$ cat src/rtl/gpio_filter.sv
// rtl/gpio_filter.sv - pad input synchronizer plus per-pin prescaled debounce filter
// Optional 2-flop din synchronizer enabled by defining GPIO_FILTER_SYNC_EN.
module gpio_filter #(
   parameter int N  = 24,
   parameter int CW = 8,
   parameter int DW = 16
) (
   input  logic          clk,
   input  logic          reset,
   input  logic [N-1:0]  cfg_en,
   input  logic [DW-1:0] cfg_div,
   input  logic [CW-1:0] cfg_thresh,
   input  logic [N-1:0]  din,
   output logic [N-1:0]  dout,
   output logic [N-1:0]  change
);

   logic [N-1:0]  s;
   logic [DW-1:0] presc_q, presc_d;
   logic          tick;
   logic [CW-1:0] cnt_q [N];
   logic [CW-1:0] cnt_d [N];
   logic [N-1:0]  dout_q, dout_d;
   logic [N-1:0]  change_q;

`ifdef GPIO_FILTER_SYNC_EN
   logic [N-1:0] sync1_q, sync2_q;

   always_ff @(posedge clk) begin
      if (reset) begin
         sync1_q <= '0;
         sync2_q <= '0;
      end else begin
         sync1_q <= din;
         sync2_q <= sync1_q;
      end
   end

   assign s = sync2_q;
`else
   assign s = din;
`endif

   // >= rather than == so a lowered divisor fires immediately instead of wrapping
   assign tick    = (presc_q >= cfg_div);
   assign presc_d = tick ? '0 : presc_q + DW'(1);

   always_comb begin
      dout_d = dout_q;
      for (int i = 0; i < N; i++) begin
         cnt_d[i] = cnt_q[i];
         if (!cfg_en[i]) begin
            dout_d[i] = s[i];
            cnt_d[i]  = '0;
         end else if (s[i] == dout_q[i]) begin
            cnt_d[i] = '0;
         end else if (tick) begin
            if (cnt_q[i] >= cfg_thresh) begin
               dout_d[i] = s[i];
               cnt_d[i]  = '0;
            end else begin
               cnt_d[i] = cnt_q[i] + CW'(1);
            end
         end
      end
   end

   always_ff @(posedge clk) begin
      if (reset) begin
         presc_q  <= '0;
         dout_q   <= '0;
         change_q <= '0;
         for (int i = 0; i < N; i++) cnt_q[i] <= '0;
      end else begin
         presc_q  <= presc_d;
         dout_q   <= dout_d;
         change_q <= dout_d ^ dout_q;
         for (int i = 0; i < N; i++) cnt_q[i] <= cnt_d[i];
      end
   end

   assign dout   = dout_q;
   assign change = change_q;

endmodule
$ cat config.mk
export PLATFORM = sky130hd
export DESIGN_NAME = gpio_filter
export DESIGN_NICKNAME = d
export VERILOG_FILES = /design/src/rtl/gpio_filter.sv
export SDC_FILE = /design/constraint.sdc
export NUM_CORES = 1
export LEC_CHECK = 0
export BUFFER_PORTS_ARGS = -buffer_cell sky130_fd_sc_hd__buf_2
export CORE_ASPECT_RATIO = 1.25
export CORE_MARGIN = 5
export CORE_UTILIZATION = 28
export CTS_BUF_LIST = sky130_fd_sc_hd__clkbuf_16
export DETAILED_ROUTE_END_ITERATION = 8
export GPL_TIMING_DRIVEN = 0
export PLACE_DENSITY = 0.43
export SYNTH_ARGS = -nofsm -noshare
export SYNTH_HDL_FRONTEND = slang
export SYNTH_SLANG_ARGS = --single-unit
$ cat constraint.sdc
create_clock -name clk -period 3.3 [get_ports clk]
set_clock_uncertainty 0.05 [all_clocks]
set_input_delay 0.99 -clock clk [delete_from_list [all_inputs] [get_ports clk]]
set_output_delay 0.99 -clock clk [all_outputs]
set_load 0.02 [all_outputs]
# Word-level counts from Yosys, hierarchy flattened
# Memories as Yosys holds them, arrays and structs flattened.
# Index checks and enable logic that the tools add are counted.
word_totals:
  register_bits: 64
  ram_bits: 192
  wordCells: 323
  memories: 1
memory_table:
  columns: ["name", "depth", "word_bits", "read_ports", "rd_clocked_by_memory_dff", "write_ports", "line_no", "source"]
  rows:
  - ["cnt_q", 24, 8, 24, 0, 24, "21", "logic [CW-1:0] cnt_q [N];"]
classes:
  n_addsub: 25
  n_lt_le_gt_ge: 25
  n_eq_ne: 24
  n_mux: 219
  bitwise_logic: 25
  reduce_logical: 1
op_table:
  columns: ["cell", "n"]
  rows:
  - ["$mux 8", 120]
  - ["$add 8x1->8 const B", 24]
  - ["$ge 8x8->1", 24]
  - ["$mux 1", 99]
  - ["$eq 1x1->1", 24]
  - ["$or 1x1->1", 24]
  - ["$xor 24x24->24", 1]
  - ["$add 16x1->16 const B", 1]
  - ["$ge 16x16->1", 1]
  - ["$reduce_or 2->1", 1]

# Logic depth before layout (Yosys ltp)
# Gate-level depths: netlist of the first run.
depth:
  word_depth: 6
  ltp_mapped: 12
  mapped_depth_nobuf: 8

# Least setup slack after synthesis of the first run
# Ideal clock, no wire load.
synth_path:
  path_kind: "in2reg"
  start: "in cfg_div[15]"
  end: "mem cnt_q[11][0] (netlist: cnt_q[1][24])"
  arrival_time_ns: 3.179
  required_time_ns: 3.117
  setup_slack_ns: -0.061
  path_stages: 9
  cell_sequence: "inv_1 -> ha_1 -> nand4_1 -> or3_4 -> or4_4 -> buf_6 -> and4_4 -> o21ai_1 -> nor2_1"
synth_rtl:
  columns: ["item", "line_no", "source"]
  rows:
  - ["start, declared", "11", "input logic [DW-1:0] cfg_div,"]
  - ["end, declared", "21", null]

==> results summary, run 1 <==
The run finished with clean final reports. The cell count after synthesis came out at 1,800. The overall power consumption came out at roughly 7.4 mW. The first global-routing pass estimated 87,750 um of wire. Based on the critical path, the design can be clocked at up to 308.1 MHz. In this run, post-CTS hold repair placed 0 buffers. The layout cell share with drive strength beyond 1 is 0.1412. The detailed-route wire length came out at 58,230 um.

The standby leakage power is 7.528 nW. The arrival time at the worst endpoint is 3600 ps. For this run, the total global-route usage over all layers was measured as 0.1834. The die covers 61,990 um2. VDD sags by at most 0.3132 mV. Yosys attributes the largest share of cell area to sky130_fd_sc_hd__dfxtp_1 (32%), sky130_fd_sc_hd__ha_1 (18%), sky130_fd_sc_hd__xnor2_1 (6.4%), sky130_fd_sc_hd__a21oi_1 (4.3%), sky130_fd_sc_hd__o21ai_0 (3.2%). The worst stage delay on the critical path is 650 ps. The maximum number of pins on one net before global-route repair is 25. The post-detailed-route via-to-cell ratio came out at approximately 5.3. The critical path runs through a total of 10 cells. In the synthesized netlist, the cells that appear most often are sky130_fd_sc_hd__dfxtp_1 (256), sky130_fd_sc_hd__ha_1 (233), sky130_fd_sc_hd__a21oi_1 (136). The post-layout worst setup margin came out at between 50 and 60 ps. The sink count of the clock tree is 256. The via count of the first global-routing pass came to around 14,000.

For flop-to-flop paths, the worst setup slack is 270 ps. The highest fanout seen on the critical path is 10. TritonCTS built the clock tree. The max-slew violation total from the final report is 0.

In the final timing run, aggregate negative setup slack is 0 ps. Clock tree synthesis inserted a total of 34 buffers. In this run the power density over the cells is between 300 and 400 nW/um2. Yosys mapped a number of flops with a built-in enable equal to 0. The congestion estimate from routability-driven global placement came to 0.7932. The critical path class is in -> reg.

Across the run, the number of max-cap violations was 0. For this block, the via count after detailed routing is 14,400. The antenna violation net count after detailed routing came out at 0. The type of element capturing the critical path is a register. In this run the clock root is driven by a sky130_fd_sc_hd__clkbuf_16.

The deepest level of the CTS H-tree came out at 2. Setup repair after global routing left no endpoint under its margin. The number of antenna violations at the first check in global routing came out at 2. Walking the worst path, the cells encountered are buf_2 -> inv_1 -> ha_1 -> nand4_1 -> or3_4 -> or4_4 -> buf_6 -> and4_4 -> o21ai_2 -> nor2_1. The first-pass iteration count of the detailed router came out at 5. The maximum buffer depth of the clock tree is 3. The total of flip-flops plus latches after synthesis is roughly 260. Measured against its own limit, the worst slew margin works out to 0.2296. The number of distinct library cells after synthesis is 45. The largest total area in the synthesized netlist belongs to sky130_fd_sc_hd__dfxtp_1. The final net count is 2,269. The path class of the lowest-slack min-delay path is reg -> reg.

The register clock-pin slew on the reported worst setup and hold paths is 60 ps. The mean instance size in the synthesized netlist came out at between 8 and 9 um2. The final critical-path required period came out at 3246 ps.

The slowest cell on the critical path is sky130_fd_sc_hd__or4_4. The count of final setup violators is 0. The number of setup buffers added after CTS came out at 0.

The worst path required time is 3660 ps. The area added between synthesis and finish came out at 17.88%. Together, buffers and inverters on the worst path number 3. The depth of the worst register-to-register path came out at 11.

Among all cell types in the netlist, the one instantiated most often is sky130_fd_sc_hd__dfxtp_1. After global routing the overflow that remains totals 0. The clock latency of the later-clocked register in the worst-skew pair came out at 540 ps.

The floorplan core area came out at approximately 57,000 um2. The sequential element share of the synthesized area is 0.3207. The vertical die dimension came out at ~280 um. The transition time at the pin with the least slew margin came out at 1156 ps. The filler-free cell count of the finished design is approximately 2,700.

The post-synth net total came out at 2,107. During synthesis, Yosys emitted a total of 0 warnings. around 120 I/O pins were placed. The flip-flop cell with the highest count after synthesis is sky130_fd_sc_hd__dfxtp_1. The kind of cell with the highest combined delay along the critical path is simple AND/OR/NAND/NOR gates. The mean routed wirelength per cell came out at 21.30 um. The worst slack at placement is -1075 ps. The tightest hold margin is around 440 ps. The effective utilization at floorplan is 0.2809.

The number of port buffers is 120. The placed wire-length estimate is 39,330 um. The share of the cycle needed by the critical path after routing came out at 0.9835.

The cell count after placement is 2,677. The number of design rule violations left after detail routing is 0. Of the post-synthesis cell area, the dominant cell type holds 0.3207.

Counting instances, the worst hold path has a depth of 1. The violation count after the first detailed-routing iteration came out at 945. The synthesized netlist occupies a cell area of 15,980 um2. The count of endpoints failing hold in the final timing report is 0.

The share of synthesized flip-flops with an asynchronous set or reset came out at 0. After floorplanning, the core was divided into around 100 placement rows. The type of origin of the critical path is a primary input. The overall die width is 223.7 um.
==> logic make-up after synthesis <==
| logic type | count (synthesis) | share of synthesized area |
|---|---|---|
| flops | 256 | 0.3207 |
| buf+inv | 134 | 0.03366 |
| xor+xnor | 124 | 0.06795 |
| compound gates | 479 | 0.1947 |
| simple gates | 574 | 0.2006 |
| fa+ha+maj | 233 | 0.1824 |
==> state kept, by name (all words and copies together) (netlist names) <==
| register | flops |
|---|---|
| cnt_q | 192 |
| dout | 24 |
| presc_q | 16 |
| change | 24 |
==> worst paths after layout <==
| kind | from | to |
|---|---|---|
| worst max-delay path | cfg_div[15] | cnt_q[0][44]$_SDFFE_PP0N_ |
| worst min-delay path | presc_q[0]$_SDFF_PP0_ | presc_q[0]$_SDFF_PP0_ |
| worst max register to register | presc_q[0]$_SDFF_PP0_ | cnt_q[1][16]$_SDFFE_PP0N_ |
| worst min register to register | presc_q[0]$_SDFF_PP0_ | presc_q[0]$_SDFF_PP0_ |
==> worst reg2reg max path: cells and delay by family (launching register included) <==
family,cells,cell delay (ps)
AND/OR/NAND/NOR,4,570
flip-flops,1,400
adder cells (fa/ha/maj),1,260
AO/OA/AOI/OAI,1,450
XOR/XNOR,1,170
buffers and inverters,4,1000
==> area by class of cell <==
type                            instances  area (um2)
Fill cell                            5974       38050
Multi-Input combinational cell       1410       10380
Sequential cell                       256        5125
Tap cell                              750       938.4
Clock buffer                           37       925.9
Timing Repair Buffer                  127       743.2
Buffer                                 61       339.1
Inverter                               72       270.3
Clock inverter                         20       116.4
Antenna cell                            1       2.502
==> per-stage QoR <==
stage | cell area (um2) | util
2_1_floorplan | 15990 | -
4_1_cts | 18780 | 0.3302
3_5_place_dp | 17670 | 0.3107
3_3_place_gp | 17530 | 0.3082
5_1_grt | 18840 | 0.3311
6_report | 18840 | 0.3311
==> metal layers <==
metal / vias to the layer above / share of wire / GRT usage
met5: - / 0 / 0
met4: 0 / 0.037 / 0.06521
met1: 6882 / 0.44 / 0.2384
li1: 7051 / - / -
met2: 366 / 0.47 / 0.3051
met3: 104 / 0.054 / 0.03255
==> placed cells by master, fill, tap and decap left out, drive strengths merged, types with 26 or more instances in the layout <==
master,synthesis,routed
nand4,37,37
o31ai,29,29
xnor2,116,116
nor2,135,135
nand2b,27,27
a31oi,34,34
ha,233,233
or4,31,31
or3,54,54
nand2,100,100
inv,72,83
a21oi,136,136
o21a,26,26
clkbuf,39,70
o21ai,126,126
dfxtp,256,256
and4,28,28
nand3,54,54
buf,23,155
==> timing repair <==
action / 4_1_cts / 5_1_grt
gates resized for setup: 37 / 37
pin swaps: 0 / 2
endpoints found under the setup margin: 193 / 186
==> report_power, final <==
group | switching (mW) | internal [mW]
registers | 0.0191 | 3.12
clock network | 1.50 | 2.08
logic | 0.421 | 0.235
total | 1.94 | 5.44
(Power assumes the default switching activity.)
==> run 2, diff against run 1 <==
--- a/config.mk
+++ b/config.mk
@@ -12,6 +12,7 @@
 export CTS_BUF_LIST = sky130_fd_sc_hd__clkbuf_16
 export DETAILED_ROUTE_END_ITERATION = 8
 export GPL_TIMING_DRIVEN = 0
+export MAX_ROUTING_LAYER = met4
 export PLACE_DENSITY = 0.43
 export SYNTH_ARGS = -nofsm -noshare
 export SYNTH_HDL_FRONTEND = slang
==> results summary, run 2 (same netlist as run 1, synthesis figures left out) <==
The library cell used most frequently in the layout, excluding fill and tap cells, is sky130_fd_sc_hd__dfxtp_1. The die area is 61,990 um2 (unchanged). The tightest slew margin relative to the limit is 0.2345 (+0.004858). The sink count of the clock tree is 256 (unchanged). The relative contribution of sequential cells to total power came out at 0.426 (about the same). The number of max-cap violations came out at 0 (unchanged). The filler-free cell count of the finished design was 2,734 (unchanged). The layout cell share with drive strength beyond 1 came out at 0.1412 (unchanged). The global route total overflow is 0 (unchanged). The critical path class is in -> reg. Clock tree synthesis selected as its root buffer the cell sky130_fd_sc_hd__clkbuf_16.

The overall die width was 223.7 um (unchanged). STA classifies the critical path endpoint as a register. The cell count after placement came out at 2,677 (unchanged). The via count of the first global-routing pass is 14,250 (-0.070%). The start point of the worst hold path is presc_q[0]$_SDFF_PP0_. The max-slew violation total from the final report came out at 0 (unchanged). The placed wire-length estimate came out at 39,330 um (unchanged). The count of vias placed by the detailed router is 14,380 (-0.19%). The worst register-to-register path ends at cnt_q[2][32]$_SDFFE_PP0N_. The register clock-pin slew on the reported worst setup and hold paths came out at 60 ps (about the same). The floorplan core area came out at 56,890 um2 (unchanged).

The standard-cell row count came out at 98 (unchanged). Counting flops per register, the top entry is cnt_q. The ratio of total power to cell area was 391.0 nW/um2 (about the same). The clock buffer count from CTS is 34 (unchanged).

The maximum buffer depth of the clock tree was 3 (unchanged). The number of ports placed on the die boundary came out at 122 (unchanged). The area added between synthesis and finish is 17.88% (unchanged).

The detailed-route wire length was 58,280 um (about the same). The post-detailed-route via-to-cell ratio is 5.258 (-0.19%). The vertical die dimension is 277.1 um (unchanged).

The depth of the worst register-to-register path is 11 (unchanged). The mean routed wirelength per cell is 21.32 um (about the same). The violation count after the first detailed-routing iteration is 946 (+0.11%). Setup repair after global routing left no endpoint under its margin. The area used by multi-input combinational logic came out at 10,380 um2 (unchanged). The worst setup path is launched from a primary input.

In this design, the largest share of critical-path delay is due to simple AND/OR/NAND/NOR gates. In the layout the commonest cells are sky130_fd_sc_hd__dfxtp_1 (256), sky130_fd_sc_hd__ha_1 (233), sky130_fd_sc_hd__a21oi_1 (136), sky130_fd_sc_hd__nor2_1 (135), sky130_fd_sc_hd__buf_2 (134). The worst slack at placement was -1075 ps (unchanged). The relative contribution of the clock network to total power came out at 0.485 (about the same). The worst-case register-to-register setup slack came to 270 ps (about the same). The upper clock frequency limit came out at 308.8 MHz (+0.23%).

The number of design rule violations left after detail routing is 0 (unchanged). The clock latency of the later-clocked register in the worst-skew pair is 540 ps (about the same). The cell depth of the worst hold path came out at 1 (unchanged). The highest fanout seen on the critical path came out at 10 (unchanged). The share of the cycle needed by the critical path after routing is 0.9813 (-0.002211). The register cell area after layout is 5125 um2 (unchanged). The arrival time at the worst endpoint came out at 3600 ps (about the same).

The number of port buffers came out at 120 (unchanged). The logic gate share of total power is 0.089 (about the same). The switching share of power is 0.2622 (-0.0003279). TritonCTS built the clock tree.

The transition time at the pin with the least slew margin is 1148 ps (-7.287 ps). The placer congestion estimate is 0.8056 (+1.6%). The final critical-path required period is 3238 ps (-7.295 ps).

The maximum number of pins on one net before global-route repair came out at 25 (unchanged). The cell internal power dissipation came to 5.435 mW (about the same). The antenna violation net count after detailed routing came out at 0 (unchanged). The count of final setup violators came out at 0 (unchanged).

The largest individual stage delay along the critical path comes from the cell sky130_fd_sc_hd__or4_4. The count of endpoints failing hold in the final timing report was 0 (unchanged). The standby leakage power was 7.528 nW (unchanged). The number of flip-flops in the largest register came out at 192 (unchanged).

The worst register-to-register path begins at presc_q[0]$_SDFF_PP0_. The hold-critical path endpoint is presc_q[0]$_SDFF_PP0_. The effective utilization at floorplan is 0.2809 (unchanged).

The total cell area at the placement stage came out at 17,670 um2 (unchanged). The number of setup buffers added after CTS is 0 (unchanged). The post-layout worst setup margin came out at 61.70 ps (+7.295 ps). The wire length of the first global-routing pass is 87,710 um (about the same).

The deepest level of the CTS H-tree is 2 (unchanged). The number of antenna violations at the first check in global routing is 2 (unchanged). The path class of the tightest hold or removal check is reg -> reg. The worst path required time is 3660 ps (about the same). Walking the worst path, the cells encountered are buf_2 -> inv_1 -> ha_1 -> nand4_1 -> or3_4 -> or4_4 -> buf_6 -> and4_4 -> o21ai_2 -> nor2_1. The worst supply voltage drop on vdd is 0.3133 mV (about the same). The flow ran to the end, and the final reports show no timing, DRC or antenna violations. The first-pass iteration count of the detailed router came out at 5 (unchanged). The worst stage delay on the critical path came out at 650 ps (about the same). The switching component of the power came out at 1.932 mW (-0.17%). The tightest hold margin came out at 435.9 ps (-0.02800 ps). The number of buffer and inverter instances along the worst setup path was 3 (unchanged). The filler cell count was 5,974 (unchanged).

The total global routing track utilization is 0.1887 (+0.005298). The final net count is 2,269 (unchanged). The post-route cell area came out at 18,840 um2 (unchanged).
## run 2: cell counts in the layout (fill, tap and decap cells not counted)
Identical to the previous run, type by type.
## run 2: what timing repair did
action | in CTS | in global routing
hold buffers | 0 | 0
setup endpoints to repair | 193 | 181
pin swaps | 0 | 2
gates resized for setup | 37 | 37
## run 2: through the flow
| stage | TNS, ps | util | power, mW |
|---|---|---|---|
| floorplan | 0 | - | 3.572 |
| finish | 0 | 0.3311 | 7.368 |
| global route | 0 | 0.3311 | 7.677 |
| global placement | -243500 | 0.3082 | 3.824 |
| CTS | 0 | 0.3302 | 7.493 |
| detailed placement | -183120 | 0.3107 | 3.858 |
## run 2: how the worst max path moves through the flow
stage / startpoint / to / cells after the start
4_1_cts: cfg_div[15] / cnt_q[1][6]$_SDFFE_PP0N_ / 10
2_1_floorplan: cfg_div[15] / dout[3]$_SDFF_PP0_ / 9
3_3_place_gp: cfg_thresh[1] / cnt_q[1][55]$_SDFFE_PP0N_ / 8
3_5_place_dp: reset / change[0]$_SDFF_PP0_ / 4
6_report: cfg_div[15] / cnt_q[0][44]$_SDFFE_PP0N_ / 10
5_1_grt: cfg_div[0] / cnt_q[0][40]$_SDFFE_PP0N_ / 11
## run 2: metal layers
metal,up-vias,part of all wire,GRT usage
li1,7050,-,-
met1,6840,0.45,0.2390
met2,376,0.47,0.3057
met3,109,0.052,0.03106
met4,0,0.035,0.06490
met5,-,0,-
## run 2: final cells by class
type | count | share of cell area
multi-input cells | 1410 | 0.5509
diodes | 1 | 0.0001328
clock buffers | 37 | 0.04914
well taps | 750 | 0.04981
repair buffers | 127 | 0.03945
flip-flops and latches | 256 | 0.2720
clock inverters | 20 | 0.006176
plain buffers | 61 | 0.01800
inverters | 72 | 0.01434
## run 2: power by group through the flow
| stage | Clock (mW) | Combinational [mW] | Sequential (mW) |
|---|---|---|---|
| 2_1_floorplan | 0 | 0.340 | 3.23 |
| 3_3_place_gp | 0 | 0.620 | 3.20 |
| 3_5_place_dp | 0 | 0.653 | 3.21 |
| 4_1_cts | 3.70 | 0.660 | 3.14 |
| 5_1_grt | 3.81 | 0.730 | 3.14 |
| 6_report | 3.57 | 0.657 | 3.14 |
